File: src/rtl/alarm_pkg.sv
// Shared constants for the multi-zone alarm controller.
// State codes, LED levels and the FSM state type.
package alarm_pkg;

    localparam logic [1:0] ST_DISARMED = 2'd0;
    localparam logic [1:0] ST_ARMING   = 2'd1;
    localparam logic [1:0] ST_ARMED    = 2'd2;
    localparam logic [1:0] ST_ALARM    = 2'd3;

    localparam logic LED_OFF = 1'b0;
    localparam logic LED_ON  = 1'b1;

    typedef enum logic [1:0] {
        DISARMED = ST_DISARMED,
        ARMING   = ST_ARMING,
        ARMED    = ST_ARMED,
        ALARM    = ST_ALARM
    } state_t;

endpackage

File: src/rtl/input_debounce.sv
// Single-bit debounce filter: the output follows the raw input
// only after DEBOUNCE_CYCLES consecutive differing samples.
module input_debounce #(
    parameter int DEBOUNCE_CYCLES = 4
) (
    input  logic clk,
    input  logic rst,
    input  logic raw,
    output logic db
);

    localparam int CW =
        (DEBOUNCE_CYCLES > 1) ? $clog2(DEBOUNCE_CYCLES) : 1;
    localparam logic [CW-1:0] LAST = CW'(DEBOUNCE_CYCLES - 1);

    logic [CW-1:0] cnt;

    // Count consecutive disagreements; flip once the run is long enough
    always_ff @(posedge clk) begin
        if (rst) begin
            db  <= 1'b0;
            cnt <= '0;
        end else if (raw == db) begin
            cnt <= '0;
        end else if (cnt == LAST) begin
            db  <= raw;
            cnt <= '0;
        end else begin
            cnt <= cnt + CW'(1);
        end
    end

endmodule

File: src/rtl/alarm_zone_controller.sv
// Multi-zone alarm controller: debounced sensors, arming FSM
// with exit delay, blinking status LED, siren and zone latch.
module alarm_zone_controller
    import alarm_pkg::*;
#(
    parameter int NUM_ZONES       = 4,
    parameter int DEBOUNCE_CYCLES = 4,
    parameter int EXIT_DELAY      = 16,
    parameter int BLINK_HALF      = 8
) (
    input  logic                 clk,
    input  logic                 rst,
    input  logic                 arm,
    input  logic [NUM_ZONES-1:0] p,
    input  logic [NUM_ZONES-1:0] v,
    input  logic [NUM_ZONES-1:0] zone_mask,
    output logic                 led,
    output logic                 siren,
    output logic [NUM_ZONES-1:0] alarm_zones,
    output logic [1:0]           state
);

    localparam int BW = $clog2(BLINK_HALF);
    localparam logic [BW-1:0] SLOW_LAST = BW'(BLINK_HALF - 1);
    localparam logic [BW-1:0] FAST_LAST = BW'(BLINK_HALF / 2 - 1);
    localparam logic [15:0]   EXIT_LAST = 16'(EXIT_DELAY - 1);

    logic [NUM_ZONES-1:0] p_db;
    logic [NUM_ZONES-1:0] v_db;
    logic [NUM_ZONES-1:0] trig;

    state_t        st;
    logic [15:0]   exit_cnt;
    logic [BW-1:0] blink_cnt;

    for (genvar i = 0; i < NUM_ZONES; i++) begin : g_zone
        input_debounce #(
            .DEBOUNCE_CYCLES(DEBOUNCE_CYCLES)
        ) u_p_db (
            .clk(clk),
            .rst(rst),
            .raw(p[i]),
            .db (p_db[i])
        );
        input_debounce #(
            .DEBOUNCE_CYCLES(DEBOUNCE_CYCLES)
        ) u_v_db (
            .clk(clk),
            .rst(rst),
            .raw(v[i]),
            .db (v_db[i])
        );
    end

    assign trig  = (p_db | v_db) & zone_mask;
    assign state = st;

    // Arming FSM with exit delay, blink timing and zone latch
    always_ff @(posedge clk) begin
        if (rst) begin
            st          <= DISARMED;
            led         <= LED_OFF;
            siren       <= 1'b0;
            alarm_zones <= '0;
            exit_cnt    <= '0;
            blink_cnt   <= '0;
        end else begin
            unique case (st)
                DISARMED: begin
                    if (arm) begin
                        st          <= ARMING;
                        alarm_zones <= '0;
                        exit_cnt    <= '0;
                        blink_cnt   <= '0;
                        led         <= LED_ON;
                    end
                end
                ARMING: begin
                    if (!arm) begin
                        st        <= DISARMED;
                        led       <= LED_OFF;
                        siren     <= 1'b0;
                        blink_cnt <= '0;
                    end else if (exit_cnt == EXIT_LAST) begin
                        st        <= ARMED;
                        led       <= LED_ON;
                        blink_cnt <= '0;
                    end else begin
                        exit_cnt <= exit_cnt + 16'd1;
                        if (blink_cnt == SLOW_LAST) begin
                            led       <= ~led;
                            blink_cnt <= '0;
                        end else begin
                            blink_cnt <= blink_cnt + BW'(1);
                        end
                    end
                end
                ARMED: begin
                    if (!arm) begin
                        st        <= DISARMED;
                        led       <= LED_OFF;
                        siren     <= 1'b0;
                        blink_cnt <= '0;
                    end else if (|trig) begin
                        st          <= ALARM;
                        led         <= LED_ON;
                        siren       <= 1'b1;
                        blink_cnt   <= '0;
                        alarm_zones <= alarm_zones | trig;
                    end
                end
                ALARM: begin
                    if (!arm) begin
                        st        <= DISARMED;
                        led       <= LED_OFF;
                        siren     <= 1'b0;
                        blink_cnt <= '0;
                    end else begin
                        alarm_zones <= alarm_zones | trig;
                        if (blink_cnt == FAST_LAST) begin
                            led       <= ~led;
                            blink_cnt <= '0;
                        end else begin
                            blink_cnt <= blink_cnt + BW'(1);
                        end
                    end
                end
            endcase
        end
    end

endmodule

File: config.mk
export PLATFORM = sky130hd
export DESIGN_NAME = alarm_zone_controller
export DESIGN_NICKNAME = d
export VERILOG_FILES = /design/src/rtl/alarm_pkg.sv /design/src/rtl/input_debounce.sv /design/src/rtl/alarm_zone_controller.sv
export SDC_FILE = /design/constraint.sdc
export NUM_CORES = 1
export LEC_CHECK = 0
export BUFFER_PORTS_ARGS = -buffer_cell sky130_fd_sc_hd__buf_2
export CAP_MARGIN = 25
export CORE_MARGIN = 4
export CORE_UTILIZATION = 45
export DETAILED_ROUTE_END_ITERATION = 8
export PLACE_DENSITY = 0.62
export SLEW_MARGIN = 10
export SYNTH_ARGS = -nofsm -noshare
export SYNTH_HDL_FRONTEND = slang
export SYNTH_SLANG_ARGS = --single-unit
File: constraint.sdc
create_clock -name clk -period 3.4 [get_ports clk]
set_input_delay 0.17 -clock clk [delete_from_list [all_inputs] [get_ports clk]]
set_output_delay 0.17 -clock clk [all_outputs]
set_load 0.05 [all_outputs]
==> results.tsv, run 1 <==
stage	metric	value	unit
floorplan	pin_count	23	
sta	tightest_slew	0.630	ns
floorplan	fp-row-count	26	
critical_path	cp-endpoint	led$_SDFFE_PP0P_	
drt	vias	1759	
placement	post-place-cells	342	
sta	fin_skew	0.0111	ns
sta	fmax	0.524	GHz
yosys	synth_flop_cell	dfxtp_1	
grt	antenna_found_initial	0	
grt	grt_pass1_wl	7590	um
placement	gp_congestion	0.796	
grt	grt_usage	14.9	%
clock_tree	cts_setup_buffers	0	
grt	grt_pass1_vias	1727	
critical_path	endpoint_kind	register	
power	p_total	1050	uW
drt	drc	0	
power	power_switching	260	uW
critical_path	path_class	register to register	
drt	post_drt_via_cell_ratio	5.03	
critical_path	path_max_fanout	18	
sta	final_hold_viol_count	0	
power	clockPowerShare	33.5	%
sta	maxSlewViolCount	0	
power	switching_share	24.9	%
drt	ant_nets	0	
critical_path	worstReg2RegEnd	led$_SDFFE_PP0P_	
yosys	ys_types	43	
yosys	synth-adder-area-share	6.84	%
cells_and_area	multiInputGateArea	1240	um2
power	seqPwrFrac	59.3	%
clock_tree	numCtsBuffers	5	
placement	numPortBuffers	22	
yosys	synth-compound-area-share	12.0	%
clock_tree	cts_hold_buf	0	
yosys	synth_mux_area_share	4.00	%
placement	pre_cts_slack	1.58	ns
clock_tree	clkTransAtPathRegs	0.10	ns
cells_and_area	fin_util	51.4	%
power	leakage	0.00104	uW
floorplan	die_area	6510	um2
critical_path	required	3.63	ns
sta	min_period_over_period	56.1	%
power	combinationalPowerShare	7.2	%
sta	fin_setup_tns	0	ns
cells_and_area	n_fill_cell	495	
critical_path	critPathLaunchType	register	
sta	setup_slack	1.49	ns
yosys	synth_top_family_by_area	simple AND/OR/NAND/NOR gates	
sta	fin_crit	1.91	ns
drt	wl_per_cell	12.2	um
drt	wl	4280	um
floorplan	coreArea	5110	um2
clock_tree	clock_sinks	51	
cells_and_area	drive_above_1_share	17.1	%
yosys	async_reset_ff_share	0	%
power	peakVddDrop	0.231	mV
sta	slew_headroom	57.9	%
clock_tree	ctsLongestPathBuffers	2	
cells_and_area	layoutNonFillerInstCount	350	
clock_tree	clk_latency	0.31	ns
yosys	synth-seq-cells	51	
worst_hold_path	min_path_type	primary input to register	
yosys	postSynthNetCount	285	
floorplan	die_w	80.7	um
clock_tree	ctsResizeCount	0	
yosys	yosys_warnings	0	
sta	finalSetupViolations	0	
critical_path	arrival	2.14	ns
placement	place_hpwl	3060	um
drt	drtPass1Iterations	4	
floorplan	die_h	80.7	um
cells_and_area	register_area	1020	um2
grt	grt_max_degree	28	
critical_path	rrSetupSlack	1.49	ns
yosys	synth_cells	257	
flow_run	maxCapViolCount	0	
run_status	status	finished, final reports clean	
clock_tree	cts_tree	yes	
clock_tree	clockRootBuffer	clkbuf_8	
floorplan	initial_core_util	46.6	%
critical_path	reg2reg_depth	4	
sta	rsz0062_at_grt	false	
critical_path	r2r-start	state[0]$_SDFFE_PP0P_	
drt	drtIter0Drc	97	
clock_tree	cts_max_level	2	
yosys	syn_avg_cell_area	9.25	um2
cells_and_area	num-nets-final	307	
yosys	synth-xor-area-share	5.89	%
grt	grt_overflow	0	
cells_and_area	area_growth_syn_to_layout	10.4	%
cells_and_area	antenna_cells	0	
yosys	syn-cell-area	2380	um2
yosys	synth_edf_count	0	
yosys	ys_seq_area_share	42.9	%
yosys	synth_simple_gate_area_share	23.6	%
power	p_int	786	uW
power	power_density	398	nW/um2
critical_path	crit_start	state[0]$_SDFFE_PP0P_	
metal layers:
metal	wire length (um)	GRT usage, %
met1	2020	18.0
met2	2020	24.7
met3	135	3.59
met4	97	6.93
met5	0	0
cell usage after synthesis (2+ instances only):
cell	n	area, um2
nand4_1	5	31.3
nor2_1	42	158
nand2_1	7	26.3
and4_4	2	22.5
o2bb2ai_1	2	17.5
nor3_1	6	30.0
o21a_1	2	15.0
mux2i_1	8	80.1
nand2b_1	4	25.0
xnor2_1	14	123
and4b_1	2	20.0
o21ba_2	3	30.0
buf_4	2	15.0
clkbuf_1	4	15.0
a211oi_2	3	37.5
nor3b_1	2	15.0
ha_1	13	163
nand4_2	2	25.0
xor2_1	2	17.5
and3_1	2	12.5
nand3_1	3	15.0
or3_1	12	75.1
dfxtp_1	51	1020
inv_1	18	67.6
a21oi_1	13	65.1
nor2b_1	4	25.0
nor4_2	2	25.0
o21ai_0	12	60.1
critical path, cell delays in order (launching register included):
cell      delay (ns)
dfxtp_1         0.74
nor2b_1         0.46
nand3_2         0.19
o221a_1         0.26
a211oi_2        0.18
cell type report:
type / count / share of cell area [%]
inverter: 18 / 2.57
timing repair buffer: 23 / 4.48
multi-input combinational: 180 / 47.4
tap: 70 / 3.33
clock inverter: 3 / 0.762
sequential: 51 / 38.9
clock buffer: 5 / 2.62
cell usage in the layout, fill, tap and decap left out, types with 2 or more instances in the layout:
| cell | netlist | final |
|---|---|---|
| a211oi_2 | 3 | 3 |
| a21oi_1 | 13 | 13 |
| and3_1 | 2 | 2 |
| and4_4 | 2 | 2 |
| and4b_1 | 2 | 2 |
| buf_2 | 1 | 22 |
| clkbuf_8 | 0 | 5 |
| clkinvlp_4 | 0 | 2 |
| dfxtp_1 | 51 | 51 |
| ha_1 | 13 | 13 |
| inv_1 | 18 | 18 |
| mux2i_1 | 8 | 8 |
| nand2_1 | 7 | 7 |
| nand2b_1 | 4 | 4 |
| nand3_1 | 3 | 3 |
| nand4_1 | 5 | 5 |
| nand4_2 | 2 | 2 |
| nor2_1 | 42 | 42 |
| nor2b_1 | 4 | 4 |
| nor3_1 | 6 | 6 |
| nor3b_1 | 2 | 2 |
| nor4_2 | 2 | 2 |
| o21a_1 | 2 | 2 |
| o21ai_0 | 12 | 12 |
| o21ba_2 | 3 | 3 |
| o2bb2ai_1 | 2 | 2 |
| or3_1 | 12 | 12 |
| xnor2_1 | 14 | 14 |
| xor2_1 | 2 | 2 |
how the worst min path moves through the flow:
stage / from / to / cells after the start
4_1_cts: v[3] / g_zone[3].u_v_db.db$_SDFFE_PP0P_ / 3
3_5_place_dp: g_zone[3].u_p_db.cnt[0]$_SDFF_PP0_ / g_zone[3].u_p_db.cnt[0]$_SDFF_PP0_ / 1
2_1_floorplan: p[0] / g_zone[0].u_p_db.db$_SDFFE_PP0P_ / 2
5_1_grt: p[0] / g_zone[0].u_p_db.db$_SDFFE_PP0P_ / 3
3_3_place_gp: g_zone[2].u_p_db.cnt[0]$_SDFF_PP0_ / g_zone[2].u_p_db.cnt[0]$_SDFF_PP0_ / 1
6_report: v[3] / g_zone[3].u_v_db.db$_SDFFE_PP0P_ / 3
logic make-up (layout without fill, tap and decap cells):
logic type | Yosys count | count (layout)
mux | 9 | 9
xor+xnor | 16 | 16
flops | 51 | 51
buf+inv | 26 | 49
fa+ha+maj | 13 | 13
simple gates | 100 | 100
compound gates | 42 | 42
power by group through the flow:
stage | combinational, uW | sequential (uW) | clock, uW
2_1_floorplan | 51.7 | 636 | 0
3_3_place_gp | 74.6 | 634 | 0
3_5_place_dp | 76.2 | 634 | 0
4_1_cts | 76.4 | 621 | 365
5_1_grt | 87.4 | 623 | 388
6_report | 75.0 | 621 | 350
sequential cells by signal, indices dropped and copies added, names as in the netlist:
register,count
exit_cnt,16
g_zone.u_p_db.cnt,8
g_zone.u_v_db.cnt,8
alarm_zones,4
g_zone.u_p_db.db,4
g_zone.u_v_db.db,4
blink_cnt,3
state,2
led,1
siren,1
stage by stage:
stage / instance area [um2] / hold WS (ns)
6_report: 2630 / 0.109
5_1_grt: 2630 / 0.131
3_5_place_dp: 2540 / 0.410
2_1_floorplan: 2380 / 0.317
3_3_place_gp: 2540 / 0.407
4_1_cts: 2630 / 0.106
Note: power is estimated with default switching activity, not from simulation.
==> run 2, diff against run 1 <==
- clock period: 3.4 -> 1.8 ns (I/O delays scaled with it)
==> run 2 against run 1 <==
Compared with the run above: register-to-register slack got worse by 1.3 ns; cell area increased by 1.5%; first-iteration DRC count is 57% lower; clock skew decreased by 0.0039 ns; utilization is 0.78 points higher; critical endpoint unchanged.
==> results.tsv, run 2 (synthesis gave the netlist of run 1 again) <==
stage	metric	value	unit
run_status	status	finished, final reports clean	
cells_and_area	reg_top3	exit_cnt x16, g_zone.u_p_db.cnt x8, g_zone.u_v_db.cnt x8	
critical_path	max_stage_delay	0.36	ns
worst_hold_path	min_to	g_zone[2].u_p_db.db$_SDFFE_PP0P_	
cells_and_area	top_register	exit_cnt	
sta	slew_headroom	75.5	%
worst_hold_path	hold_start	p[2]	
sta	setup_slack	0.158	ns
clock_tree	clockRootBuffer	clkbuf_8	
critical_path	reg2reg_depth	6	
power	seqPwrFrac	58.5	%
critical_path	arrival	1.88	ns
drt	wl	4230	um
critical_path	worstPathCellList	ha_1, and3_1, nand4_2, nand3_2, o221a_1, a211oi_2	
critical_path	r2r-start	exit_cnt[0]$_SDFFE_PP0P_	
sta	finalSetupViolations	0	
clock_tree	cts_hold_buf	0	
drt	drc	0	
clock_tree	clkTransAtPathRegs	0.10	ns
cells_and_area	n_fill_cell	488	
clock_tree	cts_setup_buffers	0	
sta	final_hold_viol_count	0	
grt	grt_usage	14.6	%
critical_path	required	2.03	ns
placement	postPlaceCellArea	2570	um2
worst_hold_path	hold_depth	3	
clock_tree	cts_tree	yes	
critical_path	rrSetupSlack	0.16	ns
critical_path	worstReg2RegEnd	led$_SDFFE_PP0P_	
power	power_density	749	nW/um2
power	power_switching	497	uW
cells_and_area	num-nets-final	312	
sta	fin_setup_tns	0	ns
drt	drtIter0Drc	42	
power	combinationalPowerShare	7.7	%
cells_and_area	area_growth_syn_to_layout	12.1	%
placement	pre_cts_slack	0.180	ns
placement	post-place-cells	347	
drt	ant_nets	0	
sta	tightest_slew	0.365	ns
critical_path	path_max_fanout	6	
critical_path	critPathLaunchType	register	
sta	rsz0062_at_grt	false	
drt	drtPass1Iterations	4	
clock_tree	ctsResizeCount	0	
floorplan	die_w	80.7	um
cells_and_area	final_area	2670	um2
clock_tree	cts_max_level	2	
cells_and_area	final_common_cell	dfxtp_1	
sta	maxSlewViolCount	0	
cells_and_area	layoutNonFillerInstCount	355	
floorplan	die_h	80.7	um
critical_path	path_class	register to register	
cells_and_area	most-common-layout-cells	dfxtp_1 (51), nor2_1 (42), buf_2 (22)	
cells_and_area	largest_reg_flops	16	
placement	gp_congestion	0.795	
flow_run	maxCapViolCount	0	
floorplan	die_area	6510	um2
sta	min_period_over_period	91.2	%
floorplan	coreArea	5110	um2
floorplan	initial_core_util	46.6	%
placement	place_hpwl	3180	um
placement	numPortBuffers	22	
clock_tree	ctsLongestPathBuffers	2	
power	leakage	0.00107	uW
drt	vias	1785	
clock_tree	clock_sinks	51	
critical_path	cp.buffers_inverters	0	
sta	fin_skew	0.00721	ns
cells_and_area	drive_above_1_share	18.6	%
power	peakVddDrop	0.384	mV
drt	post_drt_via_cell_ratio	5.03	
grt	grt_max_degree	18	
critical_path	path_delay_family	simple AND/OR/NAND/NOR gates	
sta	fmax	0.609	GHz
clock_tree	clk_latency	0.30	ns
power	clockPowerShare	33.9	%
worst_hold_path	min_path_type	primary input to register	
floorplan	pin_count	23	
grt	antenna_found_initial	0	
power	p_int	1500	uW
power	switching_share	24.9	%
critical_path	endpoint_kind	register	
grt	grt_overflow	0	
cells_and_area	antenna_cells	0	
drt	wl_per_cell	11.9	um
critical_path	slowest_stage	dfxtp_1	
grt	grt_pass1_wl	7550	um
clock_tree	numCtsBuffers	5	
floorplan	fp-row-count	26	
sta	fin_crit	1.64	ns
grt	grt_pass1_vias	1738	
[run 2: changes by cell type in the layout (fill, tap and decap cells not counted), sizes merged]
cell      delta
buf          +5
clkinvlp     -2
inv          +2
[run 2: power by group through the flow]
| stage | registers [uW] | logic [uW] | clock network, uW |
|---|---|---|---|
| final | 1170 | 153 | 676 |
| after global routing | 1170 | 174 | 761 |
| after CTS | 1170 | 155 | 712 |
| after detailed placement | 1190 | 155 | 0 |
| after global placement | 1190 | 153 | 0 |
| after floorplan | 1200 | 97.7 | 0 |
[run 2: worst max-delay path by stage]
stage / cells after the start / end / slack [ns] / start
after detailed placement: 5 / exit_cnt[14]$_SDFFE_PP0P_ / 0.18 / exit_cnt[0]$_SDFFE_PP0P_
after global placement: 6 / led$_SDFFE_PP0P_ / 0.19 / exit_cnt[0]$_SDFFE_PP0P_
after CTS: 5 / exit_cnt[14]$_SDFFE_PP0P_ / 0.15 / exit_cnt[0]$_SDFFE_PP0P_
final: 6 / led$_SDFFE_PP0P_ / 0.16 / exit_cnt[0]$_SDFFE_PP0P_
after global routing: 5 / exit_cnt[14]$_SDFFE_PP0P_ / 0.04 / exit_cnt[0]$_SDFFE_PP0P_
after floorplan: 5 / led$_SDFFE_PP0P_ / 0.006 / state[0]$_SDFFE_PP0P_
[run 2: tightest hold or removal path, stage by stage]
cell     delay [ns]
buf_2          0.10
mux2i_1        0.06
nor2_1         0.07
[run 2: final cells by class]
| cell class | instances | area, um2 | area share, % |
|---|---|---|---|
| clock buffer | 5 | 68.8 | 2.58 |
| clock inverter | 3 | 22.5 | 0.845 |
| inverter | 18 | 67.6 | 2.53 |
| multi-input combinational | 180 | 1240 | 46.6 |
| sequential | 51 | 1020 | 38.3 |
| tap | 70 | 87.6 | 3.28 |
| timing repair buffer | 28 | 155 | 5.82 |
[run 2: per-layer routing]
layer / track usage (%) / vias up / routed length, um
li1: - / 935 / -
met1: 17.8 / 827 / 2020
met2: 24.8 / 14 / 2020
met3: 4.04 / 9 / 115
met4: 4.73 / 0 / 68
met5: 0 / - / 0
[run 2: through the flow]
| stage | util, % | power [uW] | hold slack, ns |
|---|---|---|---|
| floorplan | - | 1300 | 0.237 |
| global placement | 50.4 | 1350 | 0.353 |
| detailed placement | 50.4 | 1350 | 0.362 |
| CTS | 52.2 | 2040 | 0.0331 |
| global route | 52.2 | 2110 | 0.0410 |
| finish | 52.2 | 2000 | 0.0409 |
==> run 3, diff against run 2 <==
- CAP_MARGIN: 25 -> not set
- clock period: 1.8 -> 1.6 ns (I/O delays scaled with it)
==> run 3 against run 2 <==
Compared with the run above: non-clock buffer count up 8; utilization up 2.4 points; die area unchanged; largest cell class unchanged.
==> results.tsv, run 3 (synthesis gave the netlist of run 1 again) <==
stage	metric	value	unit
cells_and_area	most-common-layout-cells	dfxtp_1 (43), nor2_1 (42), buf_2 (22)	
placement	gp_congestion	0.799	
placement	place_hpwl	3320	um
grt	grt_pass1_wl	7810	um
clock_tree	numCtsBuffers	5	
cells_and_area	final_common_cell	dfxtp_1	
floorplan	die_w	80.7	um
critical_path	arrival	1.79	ns
sta	finalSetupViolations	0	
floorplan	initial_core_util	46.6	%
clock_tree	ctsLongestPathBuffers	2	
drt	wl_per_cell	12.5	um
flow_run	maxCapViolCount	0	
sta	fmax	0.646	GHz
sta	slew_headroom	76.1	%
sta	fin_skew	0.0123	ns
grt	antenna_found_initial	0	
floorplan	coreArea	5110	um2
critical_path	slowest_stage	nor4_4	
clock_tree	clkTransAtPathRegs	0.10	ns
clock_tree	clockRootBuffer	clkbuf_8	
clock_tree	cts_tree	yes	
cells_and_area	antenna_cells	0	
sta	fin_crit	1.55	ns
floorplan	die_h	80.7	um
clock_tree	clk_latency	0.31	ns
grt	grt_usage	15.2	%
power	power_density	855	nW/um2
floorplan	fp-row-count	26	
drt	vias	1821	
sta	tightest_slew	0.359	ns
cells_and_area	reg_top3	exit_cnt x16, g_zone.u_p_db.cnt x8, g_zone.u_v_db.cnt x8	
power	peakVddDrop	0.388	mV
sta	final_hold_viol_count	0	
grt	grt_pass1_vias	1812	
floorplan	pin_count	23	
critical_path	path_max_fanout	5	
cells_and_area	drive_above_1_share	24.3	%
critical_path	critPathLaunchType	register	
clock_tree	cts_max_level	2	
power	p_total	2390	uW
sta	hold_ws	0.0245	ns
cells_and_area	top_register	exit_cnt	
cells_and_area	area_growth_syn_to_layout	17.3	%
run_status	status	finished, final reports clean	
drt	post_drt_via_cell_ratio	5.03	
drt	drtIter0Drc	51	
drt	drtPass1Iterations	4	
critical_path	path_delay_family	simple AND/OR/NAND/NOR gates	
cells_and_area	num-nets-final	320	
cells_and_area	n_fill_cell	495	
drt	drc	0	
critical_path	cp.buffers_inverters	0	
drt	ant_nets	0	
critical_path	required	1.84	ns
clock_tree	clock_sinks	51	
floorplan	die_area	6510	um2
critical_path	endpoint_kind	register	
grt	grt_max_degree	21	
placement	numPortBuffers	22	
sta	maxSlewViolCount	0	
sta	min_period_over_period	96.7	%
power	leakage	0.00113	uW
grt	grt_overflow	0	
critical_path	max_stage_delay	0.38	ns
critical_path	path_class	register to register	
worst_hold_path	min_path_type	primary input to register	
cells_and_area	largest_reg_flops	16	
critical_path	worstPathCellList	nor4_4, and4_4, a21oi_2, mux2_4, nor2_2	
drt	wl	4530	um
run 3: final timing paths:
check / startpoint / endpoint / slack (ns) / depth (start not counted)
hold / removal: p[0] / g_zone[0].u_p_db.db$_SDFFE_PP0P_ / 0.02 / 3
hold reg to reg: g_zone[2].u_p_db.cnt[0]$_SDFF_PP0_ / g_zone[2].u_p_db.cnt[0]$_SDFF_PP0_ / 0.42 / 1
setup reg to reg: exit_cnt[14]$_SDFFE_PP0P_ / exit_cnt[0]$_SDFFE_PP0P_ / 0.05 / 5
setup / recovery: exit_cnt[14]$_SDFFE_PP0P_ / exit_cnt[0]$_SDFFE_PP0P_ / 0.05 / 5
run 3: per-stage QoR:
stage	setup TNS, ns	cells	area [um2]	worst slack (ns)	util [%]
floorplan	-0.0166	257	2380	-0.0166	-
global placement	0	354	2630	0.0575	51.5
detailed placement	0	354	2630	0.0283	51.5
CTS	0	361	2740	0.00372	53.7
global route	-0.0678	362	2790	-0.0419	54.6
finish	0	362	2790	0.0531	54.6
run 3: area by class of cell:
| cell class | instances | area, um2 | share of cell area [%] |
|---|---|---|---|
| multi-input cells | 180 | 1280 | 45.9 |
| well taps | 70 | 87.6 | 3.14 |
| flip-flops and latches | 51 | 1030 | 37.0 |
| clock buffers | 5 | 68.8 | 2.47 |
| inverters | 18 | 67.6 | 2.42 |
| repair buffers | 36 | 215 | 7.72 |
| clock inverters | 2 | 37.5 | 1.35 |
run 3: layer usage:
layer  share of wire, %  GRT usage [%]
met5                  0              0
met1                 45           17.1
met2                 51           27.5
met4               0.84           5.07
met3                3.5           4.04
run 3: where the power goes:
part           internal (uW)  leakage [uW]  switching [uW]  total [uW]
combinational           75.9      0.000661             101         177
clock                    458     0.0000502             435         892
sequential              1300      0.000418            18.7        1320
run 3: what timing repair did:
item,4_1_cts,5_1_grt
gates resized for setup,1,12
setup buffers,0,1
hold buffers,0,0
pin swaps,0,5
gates cloned,0,0
endpoints found under the setup margin,1,11
run 3: tightest hold or removal path, cell delays in order:
cell and delay (ns):
buf_2 0.09, mux2i_1 0.06, nor2_1 0.07
